===== config.mk =====
export PLATFORM = sky130hd
export DESIGN_NAME = signal_merge
export DESIGN_NICKNAME = d
export VERILOG_FILES = /design/src/rtl/signal_merge.sv
export SDC_FILE = /design/constraint.sdc
export NUM_CORES = 1
export LEC_CHECK = 0
export ABC_AREA = 1
export CORE_MARGIN = 2
export CORE_UTILIZATION = 41
export CTS_CLUSTER_DIAMETER = 200
export DETAILED_ROUTE_END_ITERATION = 8
export MAX_ROUTING_LAYER = met4
export PLACE_DENSITY = 0.65
export SYNTH_ARGS = -nofsm -noshare
export SYNTH_HDL_FRONTEND = slang
export SYNTH_SLANG_ARGS = --single-unit

===== constraint.sdc =====
create_clock -name aclk -period 3.1 [get_ports aclk]
set_clock_uncertainty 0.15 [all_clocks]
set_input_delay 0.93 -clock aclk [delete_from_list [all_inputs] [get_ports aclk]]
set_output_delay 0.93 -clock aclk [all_outputs]
set_load 0.02 [all_outputs]

===== src/rtl/signal_merge.sv =====
// Joins two per-channel AXI-Stream sample streams into one packed word {CH2, CH1}.
// Optional macro SIGNAL_MERGE_SAT_EN: saturate samples instead of truncating and expose sat_flag.
module signal_merge #(
   parameter int ADC_DATA_WIDTH   = 16,
   parameter int AXIS_TDATA_WIDTH = 32,
   parameter int FIFO_DEPTH       = 4
) (
   input  logic                        aclk,
   input  logic                        aresetn,
   input  logic [AXIS_TDATA_WIDTH-1:0] S_AXIS_PORT1_tdata,
   input  logic                        S_AXIS_PORT1_tvalid,
   output logic                        S_AXIS_PORT1_tready,
   input  logic [AXIS_TDATA_WIDTH-1:0] S_AXIS_PORT2_tdata,
   input  logic                        S_AXIS_PORT2_tvalid,
   output logic                        S_AXIS_PORT2_tready,
   output logic [AXIS_TDATA_WIDTH-1:0] M_AXIS_tdata,
   output logic                        M_AXIS_tvalid,
   input  logic                        M_AXIS_tready
`ifdef SIGNAL_MERGE_SAT_EN
   ,
   output logic                        sat_flag
`endif
);

   localparam int AW = ADC_DATA_WIDTH;
   localparam int DW = AXIS_TDATA_WIDTH;
   localparam int PW = $clog2(FIFO_DEPTH);
   localparam logic [PW:0] FULL_CNT = (PW+1)'(FIFO_DEPTH);

   // Samples are converted on the way in, so each FIFO entry is only a field (plus clip bit).
`ifdef SIGNAL_MERGE_SAT_EN
   localparam int EW = AW + 1;
`else
   localparam int EW = AW;
`endif

   function automatic logic [EW-1:0] to_entry(input logic [DW-1:0] s);
`ifdef SIGNAL_MERGE_SAT_EN
      logic fits;
      fits = (&s[DW-1:AW-1]) || !(|s[DW-1:AW-1]);
      if (fits) return {1'b0, s[AW-1:0]};
      return {1'b1, s[DW-1], {(AW-1){~s[DW-1]}}};
`else
      return s[AW-1:0];
`endif
   endfunction

`ifndef SIGNAL_MERGE_SAT_EN
   logic unused_upper;
   assign unused_upper = ^{S_AXIS_PORT1_tdata[DW-1:AW], S_AXIS_PORT2_tdata[DW-1:AW]};
`endif

   logic [EW-1:0] mem1 [FIFO_DEPTH];
   logic [EW-1:0] mem2 [FIFO_DEPTH];
   logic [PW:0]   wp1, rp1, wp2, rp2;
   logic [PW:0]   cnt1, cnt2;
   logic [EW-1:0] head1, head2;
   logic          in_rdy;
   logic          push1, push2, load;

   // A beat transfers on any rising edge with tvalid && tready; tready is a function of
   // registered FIFO fill only, and a producer holds tdata stable while tvalid && !tready.
   assign cnt1 = wp1 - rp1;
   assign cnt2 = wp2 - rp2;
   assign S_AXIS_PORT1_tready = in_rdy && (cnt1 != FULL_CNT);
   assign S_AXIS_PORT2_tready = in_rdy && (cnt2 != FULL_CNT);
   assign push1 = S_AXIS_PORT1_tvalid && S_AXIS_PORT1_tready;
   assign push2 = S_AXIS_PORT2_tvalid && S_AXIS_PORT2_tready;
   assign head1 = mem1[rp1[PW-1:0]];
   assign head2 = mem2[rp2[PW-1:0]];
   assign load  = (cnt1 != '0) && (cnt2 != '0) && (!M_AXIS_tvalid || M_AXIS_tready);

   always_ff @(posedge aclk) begin
      if (push1) mem1[wp1[PW-1:0]] <= to_entry(S_AXIS_PORT1_tdata);
      if (push2) mem2[wp2[PW-1:0]] <= to_entry(S_AXIS_PORT2_tdata);
   end

   always_ff @(posedge aclk or negedge aresetn) begin
      if (!aresetn) begin
         in_rdy        <= 1'b0;
         wp1           <= '0;
         rp1           <= '0;
         wp2           <= '0;
         rp2           <= '0;
         M_AXIS_tvalid <= 1'b0;
         M_AXIS_tdata  <= '0;
      end else begin
         in_rdy <= 1'b1;
         if (push1) wp1 <= wp1 + 1'b1;
         if (push2) wp2 <= wp2 + 1'b1;
         if (load) begin
            rp1           <= rp1 + 1'b1;
            rp2           <= rp2 + 1'b1;
            M_AXIS_tdata  <= {head2[AW-1:0], head1[AW-1:0]};
            M_AXIS_tvalid <= 1'b1;
         end else if (M_AXIS_tready) begin
            M_AXIS_tvalid <= 1'b0;
         end
      end
   end

`ifdef SIGNAL_MERGE_SAT_EN
   // Sticky until reset: records that at least one emitted field was clipped.
   always_ff @(posedge aclk or negedge aresetn) begin
      if (!aresetn) begin
         sat_flag <= 1'b0;
      end else if (load && (head1[AW] || head2[AW])) begin
         sat_flag <= 1'b1;
      end
   end
`endif

endmodule

# Yosys cells after proc, flatten, opt, wreduce, memory -nomap -nowiden

Memory sizes are Yosys's and may differ from the RTL's. A register that Yosys moved wholly into a read port is not among the register bits.
Index checks and enable logic that the tools add are counted.

Add/subtract/negate cells: 6
Equality and inequality tests: 2
Multiplexer cells: 6
Reduce and logical (&&, ||, !) cells: 13

Operators with widths:

| kind                                                          | count |
|---|---|
| 3-bit by 1-bit adder with 3-bit output, second input constant | 4 |
| 1-bit logical AND                                             | 6 |
| 1-bit 2-to-1 mux                                              | 6 |
| 3-bit != test, second input constant                          | 2 |
| 3-bit nonzero test                                            | 2 |
| 3-bit subtractor                                              | 2 |
| 1-bit logical NOT                                             | 3 |
| 2-bit nonzero test                                            | 1 |
| 1-bit logical OR                                              | 1 |

Bits in registers: 14
Bits in writable memories: 128
Input bits: 69
Output and inout bits: 35
Word-level logic and storage cells: 35
Memories kept: 2

Memories:

| memory | words | width | read ports | clocked after memory_dff | wr ports | line | text |
|---|---|---|---|---|---|---|---|
| mem1   | 4     | 16    | 1          | 1                        | 1        | 53   | `logic [EW-1:0] mem1 [FIFO_DEPTH];` |
| mem2   | 4     | 16    | 1          | 1                        | 1        | 54   | `logic [EW-1:0] mem2 [FIFO_DEPTH];` |

# Depth between registers and ports, before layout

Depth after elaboration: 6
Mapped depth: 13

# Least setup slack after synthesis

No wires, ideal clock.

Path type: reg2reg
Start point: register rp1[1]
End point: memory mem1[0][0] (netlist bit) (enable)
Setup time: 389 ps
Arrival: 2,347 ps
Required time: 2,561 ps
Path slack: 215 ps
Cell stages (with the launch flop): 12
Buffers on the path: 2
Period minus slack after synthesis: 2,885 ps
Path through: dfrtp_1 buf_2 inv_2 buf_2 ha_1 nand2_1 nand2_1 nand2_1 nand2_1 nand2_1 nand3_1 nor2_1

Longest elaborated chain between the ends: 6

RTL lines:

| item                                   | line | text |
|---|---|---|
| start, declared                        | 55   | `logic [PW:0] wp1, rp1, wp2, rp2;` |
| start signal, assigned                 | 92   | `rp1 <= rp1 + 1'b1;` |
| 3-bit subtractor                       | 63   | `assign cnt1 = wp1 - rp1;` |
| 3-bit != test                          | 65   | `assign S_AXIS_PORT1_tready = in_rdy && (cnt1 != FULL_CNT);` |
| 1-bit logical AND                      | 65   |  |
| 1-bit logical AND                      | 67   | `assign push1 = S_AXIS_PORT1_tvalid && S_AXIS_PORT1_tready;` |
| 1-bit 2-to-1 mux                       | 74   | `if (push1) mem1[wp1[PW-1:0]] <= to_entry(S_AXIS_PORT1_tdata);` |
| 1-bit 2-to-1 mux (implied by the code) | 74   |  |
| end, declared                          | 53   |  |

No other way between the ends.

# Worst setup path after layout

Start point: register wp2[1]
End point: output port S_AXIS_PORT2_tready

Longest elaborated chain between the ends: 3

RTL lines:

| item                   | line | text |
|---|---|---|
| start, declared        | 55   |  |
| start signal, assigned | 90   | `if (push2) wp2 <= wp2 + 1'b1;` |
| 3-bit subtractor       | 64   | `assign cnt2 = wp2 - rp2;` |
| 3-bit != test          | 66   | `assign S_AXIS_PORT2_tready = in_rdy && (cnt2 != FULL_CNT);` |
| 1-bit logical AND      | 66   |  |
| end, declared          | 15   | `output logic S_AXIS_PORT2_tready,` |

No other way between the ends.

==> results by group <==
Detailed routing
  • WL/cell: 16.2 microns
  • Vias: 4,898
  • ANT nets after route: 0
  • Drt drc: 0
  • Initial DRC Count: 324
  • Final WL: 15,700 microns
  • DR vias/cell: 5.03
  • Pre-antenna DRT Iters: 4

CTS
  • CTS tree: yes
  • CTS Sinks: approximately 170
  • Clock transition at the registers of the reported paths: 0.07 ns
  • Root Driver: clkbuf_16
  • CTS Buffer Depth: 2
  • TritonCTS buffer count: 17
  • Clk_lat worst skew: between 0.4 and 0.5 ns
  • H-tree Lvls: 4
  • CTS hold repair buffers: 0

Synthesis
  • Seq cells post-synth: 174
  • Syn avg cell area: 11.0 sq um
  • Syn_nets: 743
  • Cell area after synthesis: approximately 7300 sq um
  • Distinct cell type count after synthesis: 22
  • Post-Synthesis Cells: 660
  • YS warnings: 0
  • Register area share after synthesis: 0.686

Cells and area
  • Final net count: between 800 and 900
  • Final core occ: 0.505
  • Finished layout cell area: 8770 sq um
  • Area growth syn-to-layout: 20.5%
  • Layout cells sized above 1: 0.0963
  • Inserted Diodes: 0
  • Commonest non-fill, non-tap cell in the layout: nand2_1
  • Most frequent cells in the layout: 138 x nand2_1, 136 x nor2_1, 128 x edfxtp_1, 68 x clkdlybuf4s50_1, 55 x o21ai_0

Setup path
  • CP max FO: 5
  • Worst path cell trace: ha_1 > a21oi_1 > nand2_1 > nand2_1 > nand2_2 > nand2_1 > inv_1 > clkbuf_2
  • Crit-path most repeated cell: nand2_1
  • Critical R2R Launch: wp1[1]
  • Reg-to-reg critical path endpoint: mem1[3][1]
  • CP Class: register to output pin
  • Worst Path Arrival: 1.88 ns
  • Critical Path RT: 2.02 ns
  • Crit path capture type: output pin
  • Setup slack, reg-to-reg: 0.79 ns
  • CP max stage delay: between 0.3 and 0.4 ns
  • Worst setup SP type: register
  • CP top delay family: flip-flops
  • Slowest CP cell: dfrtp_1
  • R2r worst-path depth: 9
  • Worst Path Buf+Inv: 2

Floorplanning
  • Initial Util: 0.419
  • Core area: 17,400 sq um
  • Die Wd: 137 microns
  • Ports: 104
  • Die area: 18,800 sq um
  • Row count: 48
  • DIE HEIGHT: 137 microns

Run
  • Max cap viols: 0

Power
  • Leak Pwr: approximately 3.5 nW
  • VDD IR max: 678 uV
  • Power Density: between 1000 and 1500 nW/um^2

Global route
  • GRT Overall Usage: 0.184
  • Vias in the first global route: 4,970
  • Initial antenna violation count: 0
  • Largest net degree at the start of global routing: between 40 and 50
  • First-pass GRT wire length: 24,900 microns
  • Grt ovf: 0

Timing
  • Fmax: 338 MHz
  • Total Neg Setup Slack: 0 ns
  • Final period util: 0.955
  • Worst rel slew slack: 0.392
  • Final Hold Vio Count: 0
  • Final-report setup violation count: 0
  • Post-layout minimum cycle time: around 3.0 ns
  • Final Max Slew Viols: 0
  • Slew @ Worst Pin: 0.911 ns
  • RSZ-0062 raised after global routing: false

Outcome
  • Status: finished clean

Placement
  • Gpl congestion: 0.797
  • Buffers on Ports: 71
  • Post-DP Area: ~8200 sq um
  • Detailed placer's ending HPWL: 9360 microns

Hold path
  • Hold Path Class: primary input to async pin
==> cell usage after synthesis <==
| library cell | number | area share |
|---|---|---|
| edfxtp_1 | 128 | 0.53 |
| dfrtp_1 | 46 | 0.16 |
| clkbuf_1 | 10 | 0.0052 |
| buf_4 | 2 | 0.0021 |
| o21ai_1 | 9 | 0.0062 |
| buf_6 | 5 | 0.0077 |
| buf_2 | 18 | 0.012 |
| conb_1 | 1 | 0.00052 |
| nand2_2 | 10 | 0.0086 |
| nand3_2 | 3 | 0.0041 |
| o21ai_0 | 55 | 0.038 |
| nand2_1 | 140 | 0.072 |
| nand4_1 | 44 | 0.038 |
| inv_1 | 26 | 0.013 |
| buf_8 | 1 | 0.0021 |
| nand3_1 | 2 | 0.0014 |
| nor2_1 | 136 | 0.070 |
| buf_1 | 1 | 0.00052 |
| a21oi_1 | 2 | 0.0014 |
| xor2_1 | 4 | 0.0048 |
| ha_1 | 14 | 0.024 |
| inv_2 | 3 | 0.0015 |
==> worst register-to-register path, stage by stage, from the launching register on <==
cell,delay (ns)
dfrtp_1,0.40
ha_1,0.33
nand2_1,0.08
nand2_1,0.05
nand2_1,0.09
nand2_1,0.08
nand2_2,0.10
nand3_1,0.20
nor2_1,0.19
buf_4,0.31
==> cell type report <==
class	instances	area, sq um
clock buffer	18	429
inverter	29	109
sequential	174	4990
multi-input combinational	420	1960
tap	225	282
fill	1469	8590
timing repair buffer	93	873
clock inverter	14	118
==> cell families (layout without fill, tap and decap cells) <==
kind of cell	count (synthesis)	in the layout	synth area share
AO/OA/AOI/OAI	66	66	0.0454
other	1	1	0.000515
buffers and inverters	66	154	0.0449
flip-flops	174	174	0.686
adder cells (fa/ha/maj)	14	14	0.0241
AND/OR/NAND/NOR	335	335	0.194
XOR/XNOR	4	4	0.00481
==> flip-flops by register name (all words and copies together) (netlist names), 3 cells and up <==
register,cells
rp1,3
wp2,3
wp1,3
M_AXIS_tdata,32
mem1,64
rp2,3
mem2,64
==> per-layer routing <==
metal,up-vias,global-route usage,part of all wire
met5,-,-,0
met4,0,0.0790,0.019
met3,29,0.0526,0.044
met2,95,0.306,0.52
met1,2381,0.208,0.42
li1,2393,-,-
==> worst max-delay path by stage <==
stage,startpoint,endpoint,cells after the start
2_1_floorplan,rp1[1],mem1[0][0],11
3_3_place_gp,wp2[1],S_AXIS_PORT2_tready,9
3_5_place_dp,wp2[1],S_AXIS_PORT2_tready,9
4_1_cts,wp2[1],S_AXIS_PORT2_tready,8
5_1_grt,wp2[1],S_AXIS_PORT2_tready,9
6_report,wp2[1],S_AXIS_PORT2_tready,8
==> per-stage QoR <==
| stage | instances | hold slack (ns) | worst slack, ns | total power [W] |
|---|---|---|---|---|
| floorplan | 660 | 0.347 | 0.215 | 0.00626 |
| global placement | 939 | 0.307 | 0.155 | 0.00735 |
| detailed placement | 939 | 0.308 | 0.103 | 0.00752 |
| CTS | 973 | 0.323 | 0.0167 | 0.00952 |
| global route | 973 | 0.336 | 0.0424 | 0.0101 |
| finish | 973 | 0.315 | 0.138 | 0.00943 |
==> what timing repair did <==
action / 4_1_cts / 5_1_grt
cloned: 0 / 0
gates resized for setup: 7 / 4
setup buffers: 2 / 0
endpoints found under the setup margin: 2 / 2
==> power by group <==
group	switching (W)	leakage, nW	internal [W]
clock network	0.000866	0.261	0.00110
registers	0.000247	1.72	0.00306
logic	0.00271	1.56	0.00145
Power figures use the tool's default switching activity.
